### src/rtl/pal_line_scanner_if.sv
// pal_line_scanner_if
//   Frame-buffer BRAM read port between the line scanner and the BRAM.
//   bram_addr_rd : row address (scanner -> BRAM)
//   bram_data_rd : row data, DATA_W bits (BRAM -> scanner)
//   modport master : scanner side
//   modport slave  : BRAM side
interface pal_line_scanner_if #(
  parameter int DATA_W = 400
);
  logic [9:0]        bram_addr_rd;
  logic [DATA_W-1:0] bram_data_rd;

  modport master (output bram_addr_rd, input bram_data_rd);
  modport slave  (input bram_addr_rd, output bram_data_rd);
endinterface

### src/rtl/pal_line_scanner.sv
// pal_line_scanner
//   Fetches one frame-buffer row per PAL line and serializes it as monochrome
//   pixels, one per PIXEL_TICKS clocks, once the active-video window opens.
//   Ports:
//     clk, rst_n    : pixel clock, asynchronous active-low reset
//     line_start    : one-cycle pulse at tick 0 of each PAL line
//     line_num      : PAL line number 1..625, valid with line_start
//     active_start  : one-cycle pulse at start of active video
//     underrun_clr  : clears the sticky underrun flag
//     bram          : BRAM read port (pal_line_scanner_if.master)
//     pixel_active  : high while pixels are emitted
//     pixel_white   : current pixel level, 0 when not active
//     pixel_idx     : index of the current pixel
//     underrun      : sticky, fetch was still running at active_start
//   Build option: define PAL_SCAN_INTERLACE_EN for interlaced row mapping
//   (field 1 -> even rows, field 2 -> odd rows); otherwise both fields map
//   onto rows 0..LINES_PER_FIELD-1.
//
//   state | meaning
//   IDLE  | nothing to do until the next line_start
//   FETCH | row address issued, waiting RD_LAT clocks for BRAM data
//   READY | line buffered, waiting for active_start
//   SHIFT | emitting pixels
module pal_line_scanner #(
  parameter int PIXELS          = 300,
  parameter int DATA_W          = 400,
  parameter int RD_LAT          = 1,
  parameter int PIXEL_TICKS     = 27,
  parameter int FIELD1_FIRST    = 7,
  parameter int FIELD2_FIRST    = 320,
  parameter int LINES_PER_FIELD = 304
) (
  input  logic                clk,
  input  logic                rst_n,
  input  logic                line_start,
  input  logic [10:0]         line_num,
  input  logic                active_start,
  input  logic                underrun_clr,
  pal_line_scanner_if.master  bram,
  output logic                pixel_active,
  output logic                pixel_white,
  output logic [8:0]          pixel_idx,
  output logic                underrun
);

  localparam int CNT_MAX = (PIXEL_TICKS > RD_LAT) ? PIXEL_TICKS : RD_LAT;
  localparam int CNT_W   = $clog2(CNT_MAX + 1);

  localparam logic [10:0] F1_FIRST = 11'(FIELD1_FIRST);
  localparam logic [10:0] F1_LAST  = 11'(FIELD1_FIRST + LINES_PER_FIELD - 1);
  localparam logic [10:0] F2_FIRST = 11'(FIELD2_FIRST);
  localparam logic [10:0] F2_LAST  = 11'(FIELD2_FIRST + LINES_PER_FIELD - 1);
  localparam logic [8:0]  LAST_IDX = 9'(PIXELS - 1);

  typedef enum logic [1:0] {IDLE, FETCH, READY, SHIFT} state_t;

  state_t              state_q, state_d;
  logic [9:0]          addr_q, addr_d;
  logic [PIXELS-1:0]   shreg_q, shreg_d;
  logic [CNT_W-1:0]    cnt_q, cnt_d;
  logic [8:0]          idx_q, idx_d;
  logic                active_q, active_d;
  logic                white_q, white_d;
  logic                underrun_q, underrun_d;
  // Set by an underrun: the line finishes its fetch but is not shown.
  logic                skip_q, skip_d;

  logic [DATA_W-1:0]   rd_word;
  logic [10:0]         off1, off2, row_full;
  logic                in_f1, in_f2, line_is_active;
  logic                unused_bits;

  assign rd_word = bram.bram_data_rd;

  assign off1  = line_num - F1_FIRST;
  assign off2  = line_num - F2_FIRST;
  assign in_f1 = (line_num >= F1_FIRST) && (line_num <= F1_LAST);
  assign in_f2 = (line_num >= F2_FIRST) && (line_num <= F2_LAST);
  assign line_is_active = (in_f1 || in_f2) && (line_num <= 11'd625);

`ifdef PAL_SCAN_INTERLACE_EN
  assign row_full = in_f1 ? (off1 << 1) : ((off2 << 1) | 11'd1);
`else
  assign row_full = in_f1 ? off1 : off2;
`endif

  generate
    if (DATA_W > PIXELS) begin : g_hi
      assign unused_bits = ^{row_full[10], rd_word[DATA_W-1:PIXELS]};
    end else begin : g_nohi
      assign unused_bits = row_full[10];
    end
  endgenerate

  always_comb begin
    state_d    = state_q;
    addr_d     = addr_q;
    shreg_d    = shreg_q;
    cnt_d      = cnt_q;
    idx_d      = idx_q;
    active_d   = active_q;
    white_d    = white_q;
    underrun_d = underrun_q;
    skip_d     = skip_q;

    // Any set below overrides this clear.
    if (underrun_clr) underrun_d = 1'b0;

    if (line_start) begin
      active_d = 1'b0;
      white_d  = 1'b0;
      idx_d    = '0;
      skip_d   = 1'b0;
      if (line_is_active) begin
        addr_d  = row_full[9:0];
        cnt_d   = CNT_W'(RD_LAT - 1);
        state_d = FETCH;
        // active_start coinciding with line_start lands inside the new fetch.
        if (active_start) begin
          underrun_d = 1'b1;
          skip_d     = 1'b1;
        end
      end else begin
        shreg_d = '0;
        state_d = READY;
      end
    end else begin
      case (state_q)
        IDLE: ;
        FETCH: begin
          if (active_start) begin
            underrun_d = 1'b1;
            skip_d     = 1'b1;
          end
          if (cnt_q == '0) begin
            shreg_d = rd_word[PIXELS-1:0];
            state_d = READY;
          end else begin
            cnt_d = cnt_q - CNT_W'(1);
          end
        end
        READY: begin
          if (active_start && !skip_q) begin
            state_d  = SHIFT;
            active_d = 1'b1;
            white_d  = shreg_q[0];
            idx_d    = '0;
            cnt_d    = CNT_W'(PIXEL_TICKS - 1);
          end
        end
        SHIFT: begin
          if (cnt_q == '0) begin
            if (idx_q == LAST_IDX) begin
              state_d  = IDLE;
              active_d = 1'b0;
              white_d  = 1'b0;
            end else begin
              idx_d   = idx_q + 9'd1;
              shreg_d = shreg_q >> 1;
              white_d = shreg_q[1];
              cnt_d   = CNT_W'(PIXEL_TICKS - 1);
            end
          end else begin
            cnt_d = cnt_q - CNT_W'(1);
          end
        end
        default: state_d = IDLE;
      endcase
    end
  end

  always_ff @(posedge clk or negedge rst_n) begin
    if (!rst_n) begin
      state_q    <= IDLE;
      addr_q     <= '0;
      shreg_q    <= '0;
      cnt_q      <= '0;
      idx_q      <= '0;
      active_q   <= 1'b0;
      white_q    <= 1'b0;
      underrun_q <= 1'b0;
      skip_q     <= 1'b0;
    end else begin
      state_q    <= state_d;
      addr_q     <= addr_d;
      shreg_q    <= shreg_d;
      cnt_q      <= cnt_d;
      idx_q      <= idx_d;
      active_q   <= active_d;
      white_q    <= white_d;
      underrun_q <= underrun_d;
      skip_q     <= skip_d;
    end
  end

  assign bram.bram_addr_rd = addr_q;
  assign pixel_active      = active_q;
  assign pixel_white       = white_q;
  assign pixel_idx         = idx_q;
  assign underrun          = underrun_q;

endmodule

### src/flat_wrapper.sv
// flat-port wrapper written by rule: the top's interface ports become plain ports
module pal_line_scanner_flat 
#(
  parameter int PIXELS          = 300,
  parameter int DATA_W          = 400,
  parameter int RD_LAT          = 1,
  parameter int PIXEL_TICKS     = 27,
  parameter int FIELD1_FIRST    = 7,
  parameter int FIELD2_FIRST    = 320,
  parameter int LINES_PER_FIELD = 304
)
  (clk, rst_n, line_start, line_num, active_start, underrun_clr, pixel_active, pixel_white, pixel_idx, underrun, bram_bram_addr_rd, bram_bram_data_rd);
  pal_line_scanner_if #(.DATA_W(DATA_W)) bram_i ();
  input  logic clk;
  input  logic rst_n;
  input  logic line_start;
  input  logic [10:0] line_num;
  input  logic active_start;
  input  logic underrun_clr;
  output logic pixel_active;
  output logic pixel_white;
  output logic [8:0] pixel_idx;
  output logic underrun;
  output wire logic [$bits(bram_i.bram_addr_rd)-1:0] bram_bram_addr_rd;
  input wire logic [$bits(bram_i.bram_data_rd)-1:0] bram_bram_data_rd;
  assign bram_bram_addr_rd = bram_i.bram_addr_rd;
  assign bram_i.bram_data_rd = bram_bram_data_rd;
  pal_line_scanner #(.PIXELS(PIXELS), .DATA_W(DATA_W), .RD_LAT(RD_LAT), .PIXEL_TICKS(PIXEL_TICKS), .FIELD1_FIRST(FIELD1_FIRST), .FIELD2_FIRST(FIELD2_FIRST), .LINES_PER_FIELD(LINES_PER_FIELD)) u_core (.clk(clk), .rst_n(rst_n), .line_start(line_start), .line_num(line_num), .active_start(active_start), .underrun_clr(underrun_clr), .bram(bram_i), .pixel_active(pixel_active), .pixel_white(pixel_white), .pixel_idx(pixel_idx), .underrun(underrun));
endmodule
### config.mk
export PLATFORM = sky130hd
export DESIGN_NAME = pal_line_scanner_flat
export DESIGN_NICKNAME = d
export VERILOG_FILES = /design/src/rtl/pal_line_scanner_if.sv /design/src/rtl/pal_line_scanner.sv /design/src/flat_wrapper.sv
export SDC_FILE = /design/constraint.sdc
export NUM_CORES = 1
export LEC_CHECK = 0
export ABC_AREA = 1
export CAP_MARGIN = 10
export CORE_MARGIN = 2
export CORE_UTILIZATION = 54
export CTS_CLUSTER_DIAMETER = 100
export DETAILED_ROUTE_END_ITERATION = 6
export GPL_TIMING_DRIVEN = 0
export PLACE_DENSITY_LB_ADDON = 0.12
export SLEW_MARGIN = 20
export SYNTH_ARGS = -nofsm -noshare
export SYNTH_HDL_FRONTEND = slang
export SYNTH_SLANG_ARGS = --single-unit
### constraint.sdc
create_clock -name clk -period 3.95 [get_ports clk]
set_input_delay 0.79 -clock clk [delete_from_list [all_inputs] [get_ports clk]]
set_output_delay 0.79 -clock clk [all_outputs]
set_load 0.01 [all_outputs]
# Word level (Yosys, flattened, before mapping)
# Cells that the tools add are included.
# W data, S select, Z words.
# op_classes
add_sub_neg	4
multipliers	0
div_mod_pow	0
n_lt_le_gt_ge	5
eq_ne	13
n_shift	0
n_mux	46
bitwise	0
n_reduce_logical	20
# ops
operator	count
$mux W300	5
$pmux W300 S2	1
$mux W9	4
$mux W5	6
$le A11 B10 Y1 const B	2
$mux W1	18
$pmux W9 S2	1
$pmux W5 S3	1
$reduce_and A5 Y1	3
$mux W2	6
$ne A3 B2 Y1 const B	4
$ge A11 B3 Y1 const B	1
$ge A11 B9 Y1 const B	1
$le A11 B9 Y1 const B	1
$mux W10	1
$sub A10 B3 Y10 const B	1
$sub A10 B9 Y10 const B	1
$add A9 B1 Y9 const B	1
$eq A9 B9 Y1 const B	1
$reduce_and A4 Y1	2
$ne A3 B3 Y1 const B	2
$pmux W2 S3	1
$reduce_bool A3 Y1	2
$logic_not A5 Y1	1
14 further kinds	21
# totals
ff_bits	330
latch_bits	0
mem_bits_rw	0
mem_bits_ro	0
in_bits	416
n_memories	0

# Longest topological paths before layout
# logic_depth
ltp_word	6
depth_mapped	15
depth_no_buf	13

# Worst setup path before layout
# No wires, ideal clock.
# synth_timing
path_kind	input to register
startpoint	input port line_num[7]
endpoint	register u_core.shreg_q[41]
setup_time_ns	0.116
arrival_time_ns	2.072
required_ns	3.834
setup_slack_ns	1.762
cell_stages	14
cell_sequence	inv_2 > ha_1 > nand2_1 > nor3_1 > nand2_1 > nand2_1 > nand2_1 > nand2_2 > nand3_2 > buf_6 > buf_12 > buf_6 > nand3_2 > nand2_1
# synth_between
elab_chain_len	6
word_cells_on_any_way	11
cone_classes	order compare: 5; eq/ne: 1; reduce/logical: 5
# synth_lines
item	line	rtl
start, declared	flat_wrapper.sv:17	input logic [10:0] line_num;
$ge A11 B3 Y1, or another cell as far along	pal_line_scanner.sv:77	assign in_f1 = (line_num >= F1_FIRST) && (line_num <= F1_LAST);
$logic_and A1 B1 Y1, on equally long branches	pal_line_scanner.sv:77, pal_line_scanner.sv:78	
$logic_or A1 B1 Y1	pal_line_scanner.sv:79	assign line_is_active = (in_f1 || in_f2) && (line_num <= 11'd625);
$logic_and A1 B1 Y1 *	pal_line_scanner.sv:79	
$ne A2 B2 Y1 (no line) *	-	
$reduce_and A5 Y1 (no line) *	-	
end signal, assigned	pal_line_scanner.sv:186	shreg_q <= shreg_d;
end, declared	pal_line_scanner.sv:59	logic [PIXELS-1:0] shreg_q, shreg_d;
# Mark *: on every way between the ends. The rest lies on a longest branch, timed or not.
# A chain may end at the register's enable or synchronous reset.

# Worst setup path in the final report
# layout_timing
startpoint	input port line_num[0]
endpoint	register u_core.shreg_q[203]
# Same word-level chain as after synthesis.

==> results.txt <==
* Length in cells of the worst reg-to-reg path: 10
- Number of antenna violations at the first check in global routing: 15
- In this run, synthesis inferred 0 flip-flops with an integrated enable.
* Clock sink total: 330
- Setup violators final: 0
- Status: finished clean
* Number of nets with antenna violations after routing: 0
- Maximum buffer depth of the clock tree: 3
- Internal portion of total power: 8.53 mW
- After clock tree synthesis, the clock-pin slew on the worst setup and hold paths is 0.06 ns.
- Die extent in x: 182 um
- The first global-routing pass estimated 78.4 mm of wire.
- The setup check on the worst reg-to-reg path leaves a slack of 1.41 ns.
- Standby leakage power: 11.4 nW
* Most frequent cells after synthesis: sky130_fd_sc_hd__nand2_1, sky130_fd_sc_hd__dfrtp_1, sky130_fd_sc_hd__nand3_1
- Flip-flop and latch area: 8260 um^2
* Ys Warns: 0
- Traced cell by cell, the critical path runs through clkdlybuf4s50_1 > ha_1 > nand2_1 > nor2_1 > nand4_1 > nand2_2 > nand2_2 > nand2_2 > nand3_2 > nand2_1 > buf_2 > buf_2 > nand2_1 > nand2_1.
- The detailed router finished its first iteration with around 1400 violations.
- The share of synthesized area in the top cell type comes to 0.483.
- Share of synthesized registers carrying an async set or reset: 1.00
* CP Class: primary input to flip-flop
- Synthesized netlist net count: 2399
* Slowest-stage cell, CP: sky130_fd_sc_hd__clkdlybuf4s50_1
- Count of cells resized by post-cts repair: 0
- Most common cell in the netlist: sky130_fd_sc_hd__nand2_1
* Post-synthesis cell type count: 34
- For this run, design rule violations remaining after detail routing come to 0.
* Layout cells sized above 1: 0.0885
- The worst setup path is launched from a primary input.
- Synthesized area: roughly 17000 um^2
- The initial utilization of the core area, before any placement, comes to 0.545.
- The floorplan has between 60 and 70 rows.
- Of the post-synthesis cell area, the part taken by muxes is 0.
- Sequential element share of the synthesized area: 0.483
- Of all nets on the critical path, the largest fanout is 10.
- For the final routed database, the setup TNS stands at 0 ns.
- Total gr overflow: 0
- The clock reaches the later pin of the worst-skew pair after 0.53 ns.
- The number of max-slew violations in the final report is 0.
- RSZ-0062 raised after global routing: false
* Count of boundary I/O pins: 438
- On the worst path, the slowest cell contributes a delay of approximately 0.61 ns.
- The die covers 33100 um^2.
- At the end of the flow the core is filled with cells to 0.716.
- Of the total power, the share spent switching nets is 0.337.
- In this design, the critical path's most frequently occurring cell is sky130_fd_sc_hd__nand2_1.
- Dividing total power by cell area gives a power density of 573 nW/um^2.
* Post-Route WL: 48.8 mm
- Static timing analysis puts the maximum clock frequency at 0.346 GHz.
- Total iterations of the first detailed-routing run: 5
* Multi-input logic area: 7680 um^2
- For the finished layout, the period the worst path requires is 2.89 ns.
- Xor/xnor share of the synthesized area: 0.00820
- Headroom to the max-slew limit came out at 0.521.
- Area of the placeable core: 31400 um^2
* Root Buffer Master: sky130_fd_sc_hd__clkbuf_16
* Worst setup EP type: flip-flop
- The critical path contains buffers and inverters numbering 3 combined.
- Required time of the critical path: 4.40 ns
- Final cell area excluding filler cells: 22500 um^2
* Cell count after synthesis: 1975
* Critical path's top delay family: buffers and inverters
- Number of post-CTS setup repair buffers: 0
- The largest total area in the synthesized netlist belongs to sky130_fd_sc_hd__dfrtp_1.
* Pin count of the biggest net entering global routing: 99
- Weighted congestion at the end of routability-driven global placement: 0.874
- The endpoint identified for the worst register-to-register timing path is u_core.shreg_q[203].
- Vias after detailed routing: roughly 16000
* Max-capacitance violation count: 0
- Max Clock Skew: 0.0189 ns
- After legalization and detailed placement, the total HPWL measured around 33 mm.
- Measured slew at the worst slew-check pin: 0.718 ns
- Combinational family with the most area after synthesis: simple AND/OR/NAND/NOR gates
- TritonCTS clock tree: built
* Ratio of routed vias to standard cells: ~5.7
* Cell types with the largest area share after synthesis: sky130_fd_sc_hd__dfrtp_1, sky130_fd_sc_hd__nand2_1, sky130_fd_sc_hd__a22o_1, sky130_fd_sc_hd__nand3_1, sky130_fd_sc_hd__buf_2
- Area Overhead vs Synth: 31.4%
- Of the total power, the clock network draws 0.298.
* CP arrival: ~3.3 ns
- After synthesis the netlist holds a flip-flop and latch count of 330.
* Most instantiated flip-flop cell in the synthesis netlist: sky130_fd_sc_hd__dfrtp_1
- Avg Inst Size Synth: 8.66 um^2
- The share of the synthesized area in compound gates (AO/OA/AOI/OAI) came to 0.163.
* Layout Nets: 2779
- The total count of hold-check failures in the final report came to 0.
- Type of the tightest min-delay check: primary input to async pin
- Adder and majority gate portion of the synthesized area: 0.00585
- In this run the tool buffered the top-level ports with 337 buffer cells.
- Reg2reg start: u_core.state_q[1]
* CTS Hold Buffers Added: 0
- After detailed routing, the average wire length per cell comes to 17.5 um.
- Of the total synthesized cell area, the portion taken by AND, OR, NAND and NOR gates is 0.273.
* Area post-placement: between 20000 and 25000 um^2
- For this run, the total global-route usage over all layers was measured as 0.291.
- The number of global-route vias before repair came to 15485.
- Worst voltage drop across the vdd grid: 0.353 mV
- The layout has 2446 filler cells.
* Height of the chip: 182 um
- Number of H-tree levels: 2
- Part of the cycle the worst path needs: 0.731
* Cts bufs inserted: 38
- The share of total power dissipated in sequential elements is 0.402.
- Net Switching: between 4 and 5 mW
* Combinational cell fraction of total power: 0.299
## final cells by class
| class | count | share of cell area |
|---|---|---|
| Buffer | 169 | 0.0449 |
| Inverter | 39 | 0.00652 |
| Timing Repair Buffer | 340 | 0.154 |
| Clock buffer | 58 | 0.0530 |
| Sequential cell | 330 | 0.368 |
| Tap cell | 402 | 0.0224 |
| Antenna cell | 13 | 0.00145 |
| Clock inverter | 11 | 0.00813 |
| Multi-Input combinational cell | 1437 | 0.342 |
## metal layers
layer,vias up,part of all wire,global-route usage
li1,7557,-,-
met1,7603,0.42,0.389
met2,573,0.47,0.462
met3,150,0.072,0.0612
met4,4,0.044,0.124
met5,-,0.00047,0
## layout by cell type (no fill, tap or decap), drive strengths merged
cell	n
a21boi	1
a21oi	6
a22o	299
a32oi	1
and2	1
buf	111
bufinv	5
clkbuf	120
clkdlybuf4s50	336
clkinv	5
clkinvlp	1
dfrtp	330
diode	13
ha	8
inv	39
nand2	711
nand3	325
nand3b	3
nand4	4
nor2	29
nor3	11
o211ai	2
o21ai	19
or2	1
xnor2	2
xor2	14
## power by group through the flow
stage | sequential [mW] | clock (mW) | combinational (mW)
after floorplan | 5.04 | 0 | 2.61
after CTS | 5.15 | 3.89 | 3.86
after global placement | 5.16 | 0 | 3.70
after detailed placement | 5.18 | 0 | 3.84
after global routing | 5.30 | 4.02 | 4.32
final | 5.18 | 3.84 | 3.85
## kinds of logic after synthesis
| kind of cell | count (synthesis) |
|---|---|
| XOR/XNOR | 16 |
| AO/OA/AOI/OAI | 328 |
| flip-flops | 330 |
| buffers and inverters | 208 |
| adder cells (fa/ha/maj) | 8 |
| AND/OR/NAND/NOR | 1085 |
## flip-flops by register name (all words and copies together) (netlist names), 2 cells and up
register                  cells
u_core.state_q                2
u_core.pixel_idx              9
u_core.cnt_q                  5
u_core.bram.bram_addr_rd     10
u_core.shreg_q              300
## worst max-delay path by stage
stage | end | startpoint | slack, ns | cells after the start
global route | u_core.shreg_q[248] | line_num[0] | 0.84 | 14
CTS | u_core.shreg_q[203] | line_num[0] | 1.06 | 14
global placement | u_core.shreg_q[148] | rst_n | -12.58 | 1
finish | u_core.shreg_q[203] | line_num[0] | 1.06 | 14
detailed placement | u_core.shreg_q[203] | line_num[0] | 0.54 | 14
floorplan | u_core.shreg_q[41] | line_num[7] | 1.76 | 14
## stage by stage
stage	setup slack [ns]	instances	total power [mW]	hold WS, ns
3_5_place_dp	0.542	2717	9.02	0.460
5_1_grt	0.842	2795	13.6	0.222
3_3_place_gp	-12.58	2714	8.87	0.453
4_1_cts	1.06	2786	12.9	0.211
2_1_floorplan	1.76	1975	7.65	0.443
6_report	1.06	2799	12.9	0.195
No activity file was read; power rests on OpenSTA's default activity.
